$ cat src/rtl/sync_frame_loader_pkg.sv
// Shared constants and types for the sync frame loader.
package sync_frame_loader_pkg;

    // Field index of each frame byte; also the error code for a failed field
    localparam logic [2:0] FLD_YEAR  = 3'd0;
    localparam logic [2:0] FLD_MONTH = 3'd1;
    localparam logic [2:0] FLD_DAY   = 3'd2;
    localparam logic [2:0] FLD_WDAY  = 3'd3;
    localparam logic [2:0] FLD_HOUR  = 3'd4;
    localparam logic [2:0] FLD_MIN   = 3'd5;
    localparam logic [2:0] FLD_SEC   = 3'd6;

    // Error code reported when a frame arrives while the loader is busy
    localparam logic [2:0] ERR_OVERRUN = 3'd7;

    // Per-field upper limits
    localparam logic [7:0] YEAR_MAX   = 8'd99;
    localparam logic [6:0] MONTH_MAX  = 7'd12;
    localparam logic [6:0] WDAY_MAX   = 7'd7;
    localparam logic [6:0] HOUR_MAX   = 7'd23;
    localparam logic [6:0] MINSEC_MAX = 7'd59;

    typedef enum logic [1:0] {
        StIdle   = 2'd0,
        StCheck  = 2'd1,
        StCommit = 2'd2,
        StError  = 2'd3
    } state_t;

endpackage

$ cat src/rtl/sync_frame_loader_bcd2_to_bin.sv
// Two-digit BCD to binary converter with digit validity flag.
module bcd2_to_bin (
    input  logic [7:0] i_bcd,
    output logic [6:0] o_bin,
    output logic       o_nibble_ok
);

    logic [3:0] w_hi;
    logic [3:0] w_lo;

    assign w_hi = i_bcd[7:4];
    assign w_lo = i_bcd[3:0];

    // hi*10 + lo as hi*8 + hi*2 + lo; result is meaningless when a digit is invalid
    assign o_bin       = {w_hi, 3'b000} + {2'b00, w_hi, 1'b0} + {3'b000, w_lo};
    assign o_nibble_ok = (w_hi <= 4'd9) && (w_lo <= 4'd9);

endmodule

$ cat src/rtl/sync_frame_loader.sv
// Captures a 56-bit sync frame, validates one field per cycle, and loads the
// converted time/date into the clock counters or reports why it was rejected.
module sync_frame_loader
    import sync_frame_loader_pkg::*;
#(
    parameter int unsigned ERR_CNT_W = 8
) (
    input  logic                 i_clk,
    input  logic                 i_reset,
    input  logic                 i_rx_done,
    input  logic [55:0]          i_received_value,
    output logic                 o_load,
    output logic [5:0]           o_sec,
    output logic [5:0]           o_min,
    output logic [4:0]           o_hour,
    output logic [2:0]           o_wday,
    output logic [4:0]           o_day,
    output logic [3:0]           o_month,
    output logic [6:0]           o_year,
    output logic                 o_busy,
    output logic                 o_frame_err,
    output logic [2:0]           o_err_code,
    output logic [ERR_CNT_W-1:0] o_err_count,
    output logic [ERR_CNT_W-1:0] o_ok_count
);

    state_t               r_state;
    logic [55:0]          r_shadow;
    logic [2:0]           r_idx;
    logic                 r_load;
    logic                 r_frame_err;
    logic [2:0]           r_err_code;
    logic [ERR_CNT_W-1:0] r_err_count;
    logic [ERR_CNT_W-1:0] r_ok_count;
    logic [5:0]           r_sec;
    logic [5:0]           r_min;
    logic [4:0]           r_hour;
    logic [2:0]           r_wday;
    logic [4:0]           r_day;
    logic [3:0]           r_month;
    logic [6:0]           r_year;

    // Converted BCD bytes 1..6: [0]=month [1]=day [2]=wday [3]=hour [4]=min [5]=sec
    logic [6:0] w_bin    [6];
    logic       w_nib_ok [6];
    logic       w_field_ok;
    logic       w_fail;
    logic       w_overrun;

    function automatic logic [4:0] days_in_month(input logic [3:0] mon,
                                                 input logic [1:0] yr_lo);
        case (mon)
            4'd2:                    return (yr_lo == 2'b00) ? 5'd29 : 5'd28;
            4'd4, 4'd6, 4'd9, 4'd11: return 5'd30;
            default:                 return 5'd31;
        endcase
    endfunction

    for (genvar g = 0; g < 6; g++) begin : g_bcd
        bcd2_to_bin u_bcd (
            .i_bcd       (r_shadow[8*(g+1) +: 8]),
            .o_bin       (w_bin[g]),
            .o_nibble_ok (w_nib_ok[g])
        );
    end

    // Validate the shadow field selected by r_idx; year and month are already
    // known good by the time the day check reads them
    always_comb begin
        w_field_ok = 1'b0;
        case (r_idx)
            FLD_YEAR:  w_field_ok = (r_shadow[7:0] <= YEAR_MAX);
            FLD_MONTH: w_field_ok = w_nib_ok[0] && (w_bin[0] != 7'd0) && (w_bin[0] <= MONTH_MAX);
            FLD_DAY:   w_field_ok = w_nib_ok[1] && (w_bin[1] != 7'd0) &&
                           (w_bin[1] <= {2'b00, days_in_month(w_bin[0][3:0], r_shadow[1:0])});
            FLD_WDAY:  w_field_ok = w_nib_ok[2] && (w_bin[2] != 7'd0) && (w_bin[2] <= WDAY_MAX);
            FLD_HOUR:  w_field_ok = w_nib_ok[3] && (w_bin[3] <= HOUR_MAX);
            FLD_MIN:   w_field_ok = w_nib_ok[4] && (w_bin[4] <= MINSEC_MAX);
            FLD_SEC:   w_field_ok = w_nib_ok[5] && (w_bin[5] <= MINSEC_MAX);
            default:   w_field_ok = 1'b0;
        endcase
    end

    assign w_fail    = (r_state == StCheck) && !w_field_ok;
    assign w_overrun = (r_state != StIdle) && i_rx_done;

    // Frame FSM with registered pulses, outputs and counters
    always_ff @(posedge i_clk) begin
        if (i_reset) begin
            r_state     <= StIdle;
            r_shadow    <= '0;
            r_idx       <= '0;
            r_load      <= 1'b0;
            r_frame_err <= 1'b0;
            r_err_code  <= '0;
            r_err_count <= '0;
            r_ok_count  <= '0;
            r_sec       <= '0;
            r_min       <= '0;
            r_hour      <= '0;
            r_wday      <= '0;
            r_day       <= '0;
            r_month     <= '0;
            r_year      <= '0;
        end else begin
            r_load      <= 1'b0;
            r_frame_err <= 1'b0;
            case (r_state)
                StIdle: begin
                    if (i_rx_done) begin
                        r_shadow <= i_received_value;
                        r_idx    <= FLD_YEAR;
                        r_state  <= StCheck;
                    end
                end
                StCheck: begin
                    if (!w_field_ok) begin
                        r_state <= StError;
                    end else if (r_idx == FLD_SEC) begin
                        // Outputs are registered here so they are valid during the COMMIT cycle
                        r_state <= StCommit;
                        r_load  <= 1'b1;
                        r_year  <= r_shadow[6:0];
                        r_month <= w_bin[0][3:0];
                        r_day   <= w_bin[1][4:0];
                        r_wday  <= w_bin[2][2:0];
                        r_hour  <= w_bin[3][4:0];
                        r_min   <= w_bin[4][5:0];
                        r_sec   <= w_bin[5][5:0];
                        if (r_ok_count != '1) begin
                            r_ok_count <= r_ok_count + 1'b1;
                        end
                    end else begin
                        r_idx <= r_idx + 3'd1;
                    end
                end
                StCommit: r_state <= StIdle;
                StError:  r_state <= StIdle;
                default:  r_state <= StIdle;
            endcase
            // A field failure and an overrun in the same cycle merge into one pulse
            if (w_fail || w_overrun) begin
                r_frame_err <= 1'b1;
                r_err_code  <= w_overrun ? ERR_OVERRUN : r_idx;
                if (r_err_count != '1) begin
                    r_err_count <= r_err_count + 1'b1;
                end
            end
        end
    end

    assign o_load      = r_load;
    assign o_sec       = r_sec;
    assign o_min       = r_min;
    assign o_hour      = r_hour;
    assign o_wday      = r_wday;
    assign o_day       = r_day;
    assign o_month     = r_month;
    assign o_year      = r_year;
    assign o_busy      = (r_state != StIdle);
    assign o_frame_err = r_frame_err;
    assign o_err_code  = r_err_code;
    assign o_err_count = r_err_count;
    assign o_ok_count  = r_ok_count;

endmodule

$ cat config.mk
export PLATFORM = sky130hd
export DESIGN_NAME = sync_frame_loader
export DESIGN_NICKNAME = d
export VERILOG_FILES = /design/src/rtl/sync_frame_loader_pkg.sv /design/src/rtl/sync_frame_loader_bcd2_to_bin.sv /design/src/rtl/sync_frame_loader.sv
export SDC_FILE = /design/constraint.sdc
export NUM_CORES = 1
export LEC_CHECK = 0
export CAP_MARGIN = 20
export CORE_ASPECT_RATIO = 0.6
export CORE_MARGIN = 8
export CORE_UTILIZATION = 52
export DETAILED_ROUTE_END_ITERATION = 10
export PLACE_DENSITY = 0.8
export SETUP_SLACK_MARGIN = 0.3
export SLEW_MARGIN = 20
export SYNTH_ARGS = -nofsm -noshare
export SYNTH_HDL_FRONTEND = slang
export SYNTH_HIERARCHICAL = 1
export SYNTH_SLANG_ARGS = --single-unit
$ cat constraint.sdc
create_clock -name i_clk -period 4.35 [get_ports i_clk]
set_input_delay 0.6525 -clock i_clk [delete_from_list [all_inputs] [get_ports i_clk]]
set_output_delay 0.6525 -clock i_clk [all_outputs]
set_load 0.02 [all_outputs]
==> results.py, run 1 <==
metrics = {
    "cells_and_area": {
        "layout.cells.non_filler": 920,
        "layout-drive-gt1-share_pct": 7.474,
        "synthToLayoutAreaGrowth_pct": 30.29,
        "final_net_count": 885,
        "postLayoutCoreUtil_pct": 69.11,
        "antenna-diode-count": 0,
        "design_area_sq_mm": 0.007756,
    },
    "route": {
        "total_wirelength_um": 15330,
        "vias_after_detailed_routing": 5079,
        "drt.antenna.violating_nets": 0,
        "vias_per_cell": 5.521,
        "dr_wl_cell_um": 16.66,
        "drt_first_pass_iters": 5,
        "drc": 0,
        "initialDrtViolationCount": 274,
    },
    "sta": {
        "count_of_final_hold_check_violations": 0,
        "timing.max_slew.rel_slack_pct": 33.17,
        "final.setup_skew_ns": 0.006996,
        "final.period_utilization_pct": 88.01,
        "worstMarginPinSlew_ns": 1.002,
        "min_period_ns": 3.828,
        "setup_repair_after_global_routing_missed_its_margin": "no",
        "setup_slack_ns": 0.5216,
        "final-max-slew-violation-count": 0,
        "min_hold_slack_ns": 0.4629,
        "final-setup-viol-count": 0,
        "fin_setup_tns_ns": 0,
        "achievable-frequency_ghz": 0.2612,
    },
    "logic_synthesis": {
        "area_contributors_post_synth": "dfxtp_1 40%, ha_1 11%, nand2_1 7.9%, mux2i_1 7.1%, a21oi_1 6.0%",
        "syn_nets": 782,
        "synth.area.mux_share_pct": 7.503,
        "synth_enable_flop_cells": 0,
        "dominant_combinational_cell_family_by_area_after_synthesis": "simple AND/OR/NAND/NOR gates",
        "synth_most_common_cell": "nand2_1",
        "share_of_the_synthesized_area_in_compound_gates_ao_oa_aoi_oai_pct": 13.49,
        "synth_adder_area_share_pct": 14.75,
        "synth.ff_latch_count": 118,
        "netlist-cell-type-count": 53,
        "synth_largest_area_cell": "dfxtp_1",
        "synth_sequential_area_ratio_pct": 39.68,
        "synth-xor-area-share_pct": 3.531,
        "yosys.area_share.simple_pct": 17.44,
        "postSynth.topFlopCell": "dfxtp_1",
        "syn_area_per_cell_sq_um": 9.020,
        "ys_async_sr_fraction_pct": 0,
        "synthesis.yosys.warnings": 6,
        "synth.cells.most_frequent": "125 x nand2_1, 118 x dfxtp_1, 71 x a21oi_1, 54 x nor2_1, 51 x ha_1",
        "netlist_area_sq_mm": 0.005953,
        "synth.top_cell.area_share_pct": 39.68,
        "synthCells": 660,
    },
    "power": {
        "static-leakage-power_nw": 3.209,
        "vdd_drop_max_uv": 330.8,
        "pwr_density_cell_mw_per_mm2": 440.9,
        "p_total_mw": 3.419,
    },
    "floorplan": {
        "boundaryPins": 117,
        "floorplan.rows": 30,
        "die_width_um": 154.1,
        "die-height_um": 98.88,
        "initial_utilization_pct": 53.04,
        "floorplan.core_area_sq_mm": 0.01122,
        "die_area_sq_mm": 0.01524,
    },
    "global_routing": {
        "groute.usage.overall_pct": 20.17,
        "wire_length_of_the_first_global_routing_pass_um": 25120,
        "grt_remaining_overflow": 0,
        "grt_pass1_vias": 5054,
        "maximum_number_of_pins_on_one_net_before_global_route_repair": 65,
        "antenna_found_initial": 0,
    },
    "clocking": {
        "postCtsHoldBufs": 0,
        "ctsRootBufferMaster": "clkbuf_16",
        "cts.htree.levels": 4,
        "worstSkewPairLatency_ns": 0.41,
        "clock_sink_count": 118,
        "cts.path.max_buffers": 2,
        "cts.clk_slew.worst_paths_ns": 0.06,
        "number_of_buffers_created_by_cts": 17,
        "tritoncts": "done",
    },
    "critical_path": {
        "cp_slowest_stage_delay_ns": 0.60,
        "required_ns": 4.62,
        "timing.critical_path.to_type": "flip-flop",
        "setup.worst_path.start_class": "flip-flop",
        "critPathKind": "reg2reg",
        "cp_max_fo": 19,
        "cp_max_stage_cell": "fa_1",
        "r2r.worst_path.cells": 11,
        "worstPathCellList": "fa_1 > fa_1 > nor4b_1 > ha_1 > nor2b_1 > o211a_1 > o21ai_0 > o31a_2 > buf_6 > mux2i_1 > nor2_1",
        "crit_path_frequent_cell": "fa_1",
        "worst_ep_arrival_ns": 4.10,
    },
    "status": {
        "run_status": "finished clean",
    },
    "placed_design": {
        "place.port_buffers": 116,
        "place.detailed.hpwl_um": 11060,
        "dpl.cell_count": 887,
        "dpl_cell_area_sq_mm": 0.007151,
        "worst_slack_placed_ns": 0.4502,
        "gp_congestion": 0.8595,
    },
    "worst_hold_path": {
        "timing.hold.worst.class": "reg2reg",
        "whs_path_depth": 2,
    },
    "flow_run": {
        "max_cap_viol_count": 0,
    },
}
[cells by family (layout without fill, tap and decap cells)]
group / after synthesis / in the layout
buffers and inverters: 47 / 163
xor gates and xnor gates: 24 / 24
muxes: 44 / 44
adders and majority gates: 63 / 63
and+or+nand+nor: 233 / 233
DFF: 118 / 118
AOI/OAI and AO/OA: 131 / 131
[state kept, by name (all words and copies together), names as in the netlist]
register and cells:
o_hour 5, r_state 2, o_sec 6, o_day 5, o_load 1, o_min 6, o_err_code 3, o_ok_count 8
o_month 4, o_year 7, o_wday 3, r_shadow 56, r_idx 3, o_frame_err 1, o_err_count 8
[placed cells by master (no fill, tap or decap), types with 3 or more instances in the layout]
master,n
o21ai_0,18
xnor2_1,16
a21oi_2,6
fa_1,12
clkinv_4,5
nor3_1,5
nand2_1,124
o211ai_1,3
nor2b_1,4
dfxtp_1,118
nand3_1,8
mux2i_1,42
inv_1,10
and3_1,3
a21oi_1,71
nor2_1,54
buf_4,4
clkinv_2,3
nand4_1,6
clkbuf_16,17
clkdlybuf4s50_1,115
ha_1,51
and2_1,7
xor2_1,8
nor4b_1,3
a21o_1,12
[worst max-delay path, delay by kind of cell (launching register included)]
family	cells	cell delay, ns
adder cells (fa/ha/maj)	3	1.40
AND/OR/NAND/NOR	3	0.56
flip-flops	1	0.40
multiplexers	1	0.26
buffers and inverters	1	0.30
AO/OA/AOI/OAI	3	0.77
[what timing repair did]
action,CTS,global route
hold endpoints to repair,0,0
buffers inserted,0,1
endpoints found under the setup margin,0,20
gates resized for setup,0,2
[layout make-up]
class	instances	area, sq um
flip-flops and latches	118	2362
clock inverters	14	151.4
multi-input cells	495	3382
well taps	144	180.2
repair buffers	121	1204
inverters	10	37.54
clock buffers	18	439.2
fillers	845	3467
[path summary, 6_finish.rpt]
path	from	endpoint	slack, ns
worst max-delay path	r_shadow[14]$_SDFFE_PP0P_	o_year[2]$_SDFFE_PP0P_	0.52
worst min register to register	r_shadow[40]$_SDFFE_PP0P_	r_shadow[40]$_SDFFE_PP0P_	0.46
worst max register to register	r_shadow[14]$_SDFFE_PP0P_	o_year[2]$_SDFFE_PP0P_	0.52
worst min-delay path	r_shadow[40]$_SDFFE_PP0P_	r_shadow[40]$_SDFFE_PP0P_	0.46
[per-layer routing]
metal	wire (um)	GRT usage, %	vias to the layer above
met5	0	0	-
met4	239	6.442	0
met3	949	5.810	29
met2	6652	30.99	174
met1	7486	26.77	2392
li1	-	-	2484
[where the power goes]
| part | internal [mW] | total, mW | switching (mW) | leakage (nW) |
|---|---|---|---|---|
| Combinational | 0.324 | 0.767 | 0.443 | 1.96 |
| Sequential | 1.17 | 1.27 | 0.0959 | 0.960 |
| Clock | 0.862 | 1.38 | 0.521 | 0.287 |
| Total | 2.36 | 3.42 | 1.06 | 3.21 |
No activity file was read; power rests on OpenSTA's default activity.
==> run 2: changes to the inputs <==
--- a/config.mk
+++ b/config.mk
@@ -10,7 +10,7 @@
 export CORE_MARGIN = 8
 export CORE_UTILIZATION = 52
 export DETAILED_ROUTE_END_ITERATION = 10
-export PLACE_DENSITY = 0.8
+export PLACE_DENSITY = 0.81
 export SETUP_SLACK_MARGIN = 0.3
 export SLEW_MARGIN = 20
 export SYNTH_ARGS = -nofsm -noshare
==> run 2 against run 1 <==
Net effect:
- sequential share of layout area decreased by 0.34 points
- sequential power is essentially flat
- final cell count is 0.33% higher
- die area unchanged
- clock skew grew 0.0019 ns
- combinational power hardly changed
- sequential cell count stayed put
- non-clock buffer count up 3
- worst setup slack better by 0.018 ns
- core utilization increased by 0.77 points
- critical endpoint is now o_ok_count[1]$_SDFFE_PP0P_
- highest routed layer unchanged
==> results.py, run 2 (synthesized netlist as in run 1, its figures left out) <==
metrics = {
    "status": {
        "run_status": "finished clean",
    },
    "route": {
        "vias_after_detailed_routing": 5083,
        "drc": 0,
        "initialDrtViolationCount": 294,
        "vias_per_cell": 5.507,
        "drt.antenna.violating_nets": 0,
        "total_wirelength_um": 15580,
        "dr_wl_cell_um": 16.87,
        "drt_first_pass_iters": 5,
    },
    "cells_and_area": {
        "regMostFlops": "r_shadow",
        "fillers": 835,
        "multi_input_combinational_cell_area_sq_mm": 0.003382,
        "layout.cells.most_common_list": "124 x nand2_1, 118 x dfxtp_1, 115 x clkdlybuf4s50_1",
        "layout.area.seq_sq_mm": 0.002362,
        "antenna-diode-count": 0,
        "layout_commonest_cell": "nand2_1",
        "largest_register_ffs": 56,
        "synthToLayoutAreaGrowth_pct": 31.74,
        "layout-drive-gt1-share_pct": 7.831,
        "final_net_count": 888,
    },
    "global_routing": {
        "wire_length_of_the_first_global_routing_pass_um": 25140,
        "grt_pass1_vias": 4997,
        "maximum_number_of_pins_on_one_net_before_global_route_repair": 72,
        "grt_remaining_overflow": 0,
        "groute.usage.overall_pct": 20.31,
        "antenna_found_initial": 0,
    },
    "sta": {
        "worstMarginPinSlew_ns": 1.006,
        "final.setup_skew_ns": 0.008922,
        "min_period_ns": 3.810,
        "final.period_utilization_pct": 87.59,
        "achievable-frequency_ghz": 0.2625,
        "timing.max_slew.rel_slack_pct": 32.93,
        "final-setup-viol-count": 0,
        "count_of_final_hold_check_violations": 0,
        "fin_setup_tns_ns": 0,
        "final-max-slew-violation-count": 0,
        "min_hold_slack_ns": 0.4638,
        "setup_repair_after_global_routing_missed_its_margin": "no",
    },
    "critical_path": {
        "timing.critical_path.to_type": "flip-flop",
        "critPathKind": "reg2reg",
        "required_ns": 4.62,
        "reg2reg_setup_slack_ns": 0.54,
        "cp_max_fo": 6,
        "setup.worst_path.start_class": "flip-flop",
        "worst_ep_arrival_ns": 4.08,
    },
    "clocking": {
        "postCtsHoldBufs": 0,
        "ctsRootBufferMaster": "clkbuf_16",
        "tritoncts": "done",
        "worstSkewPairLatency_ns": 0.41,
        "cts.clk_slew.worst_paths_ns": 0.06,
        "cts.path.max_buffers": 2,
        "clock_sink_count": 118,
        "cts.htree.levels": 4,
        "number_of_buffers_created_by_cts": 17,
    },
    "floorplan": {
        "floorplan.rows": 30,
        "die-height_um": 98.88,
        "die_width_um": 154.1,
        "initial_utilization_pct": 53.04,
        "die_area_sq_mm": 0.01524,
        "boundaryPins": 117,
        "floorplan.core_area_sq_mm": 0.01122,
    },
    "power": {
        "pwr_density_cell_mw_per_mm2": 453.6,
        "vdd_drop_max_uv": 298.3,
        "static-leakage-power_nw": 3.251,
    },
    "placed_design": {
        "place.port_buffers": 116,
        "gp_congestion": 0.8653,
        "place.detailed.hpwl_um": 11170,
    },
    "flow_run": {
        "max_cap_viol_count": 0,
    },
    "worst_hold_path": {
        "timing.hold.worst.class": "reg2reg",
    },
}
-- run 2: changes by cell type in the layout (fill, tap and decap cells not counted), moves of 2 or more --
cell and change:
clkinv_4 -4, bufinv_16 +2, clkbuf_8 +3, buf_4 +3
-- run 2: layout make-up --
type                       instances  share of cell area [%]
clock buffer                      21                   6.126
clock inverter                    11                   2.170
inverter                          10                  0.4786
multi-input combinational        495                   43.12
sequential                       118                   30.12
tap                              144                   2.297
timing repair buffer             124                   15.68
-- run 2: metrics by stage --
step                      utilization [%]  instances  area [sq um]  worst slack [ns]  power (mW)
after floorplan                         -        660          5953            0.7627       1.795
after global placement              63.71        887          7151            0.6054       2.001
after detailed placement            63.71        887          7151            0.4634       2.038
after CTS                           69.51        919          7801            0.4495       3.566
after global routing                69.88        923          7843            0.2230       3.710
final                               69.88        923          7843            0.5399       3.557
-- run 2: final timing paths --
path	startpoint	end	depth (start not counted)
max	r_shadow[11]$_SDFFE_PP0P_	o_ok_count[1]$_SDFFE_PP0P_	12
max reg2reg	r_shadow[11]$_SDFFE_PP0P_	o_ok_count[1]$_SDFFE_PP0P_	12
min reg2reg	r_shadow[7]$_SDFFE_PP0P_	r_shadow[7]$_SDFFE_PP0P_	2
min	r_shadow[7]$_SDFFE_PP0P_	r_shadow[7]$_SDFFE_PP0P_	2
-- run 2: repair_timing --
action	in CTS	in global routing
buffers inserted	0	4
resized for setup	0	3
hold endpoints to repair	0	0
endpoints found under the setup margin	0	37
-- run 2: where the power goes --
part	switching, mW	internal (mW)	total (mW)
combinational	0.444	0.324	0.768
clock	0.500	1.02	1.52
sequential	0.0966	1.17	1.27
-- run 2: routing by layer --
| metal | part of all wire, % | GRT usage [%] | vias to the layer above |
|---|---|---|---|
| li1 | - | - | 2484 |
| met1 | 47 | 26.40 | 2429 |
| met2 | 46 | 32.17 | 155 |
| met3 | 6.4 | 6.291 | 15 |
| met4 | 0.70 | 5.243 | 0 |
| met5 | 0 | 0 | - |
-- run 2: critical path, stage by stage, from the launching register on --
cell	delay [ns]
dfxtp_1	0.34
fa_1	0.54
fa_1	0.60
nor4b_1	0.37
ha_1	0.30
nor2b_1	0.13
o211a_1	0.22
o21ai_0	0.21
o31a_2	0.30
buf_4	0.15
nor2b_1	0.23
mux2i_1	0.23
nor2_1	0.05
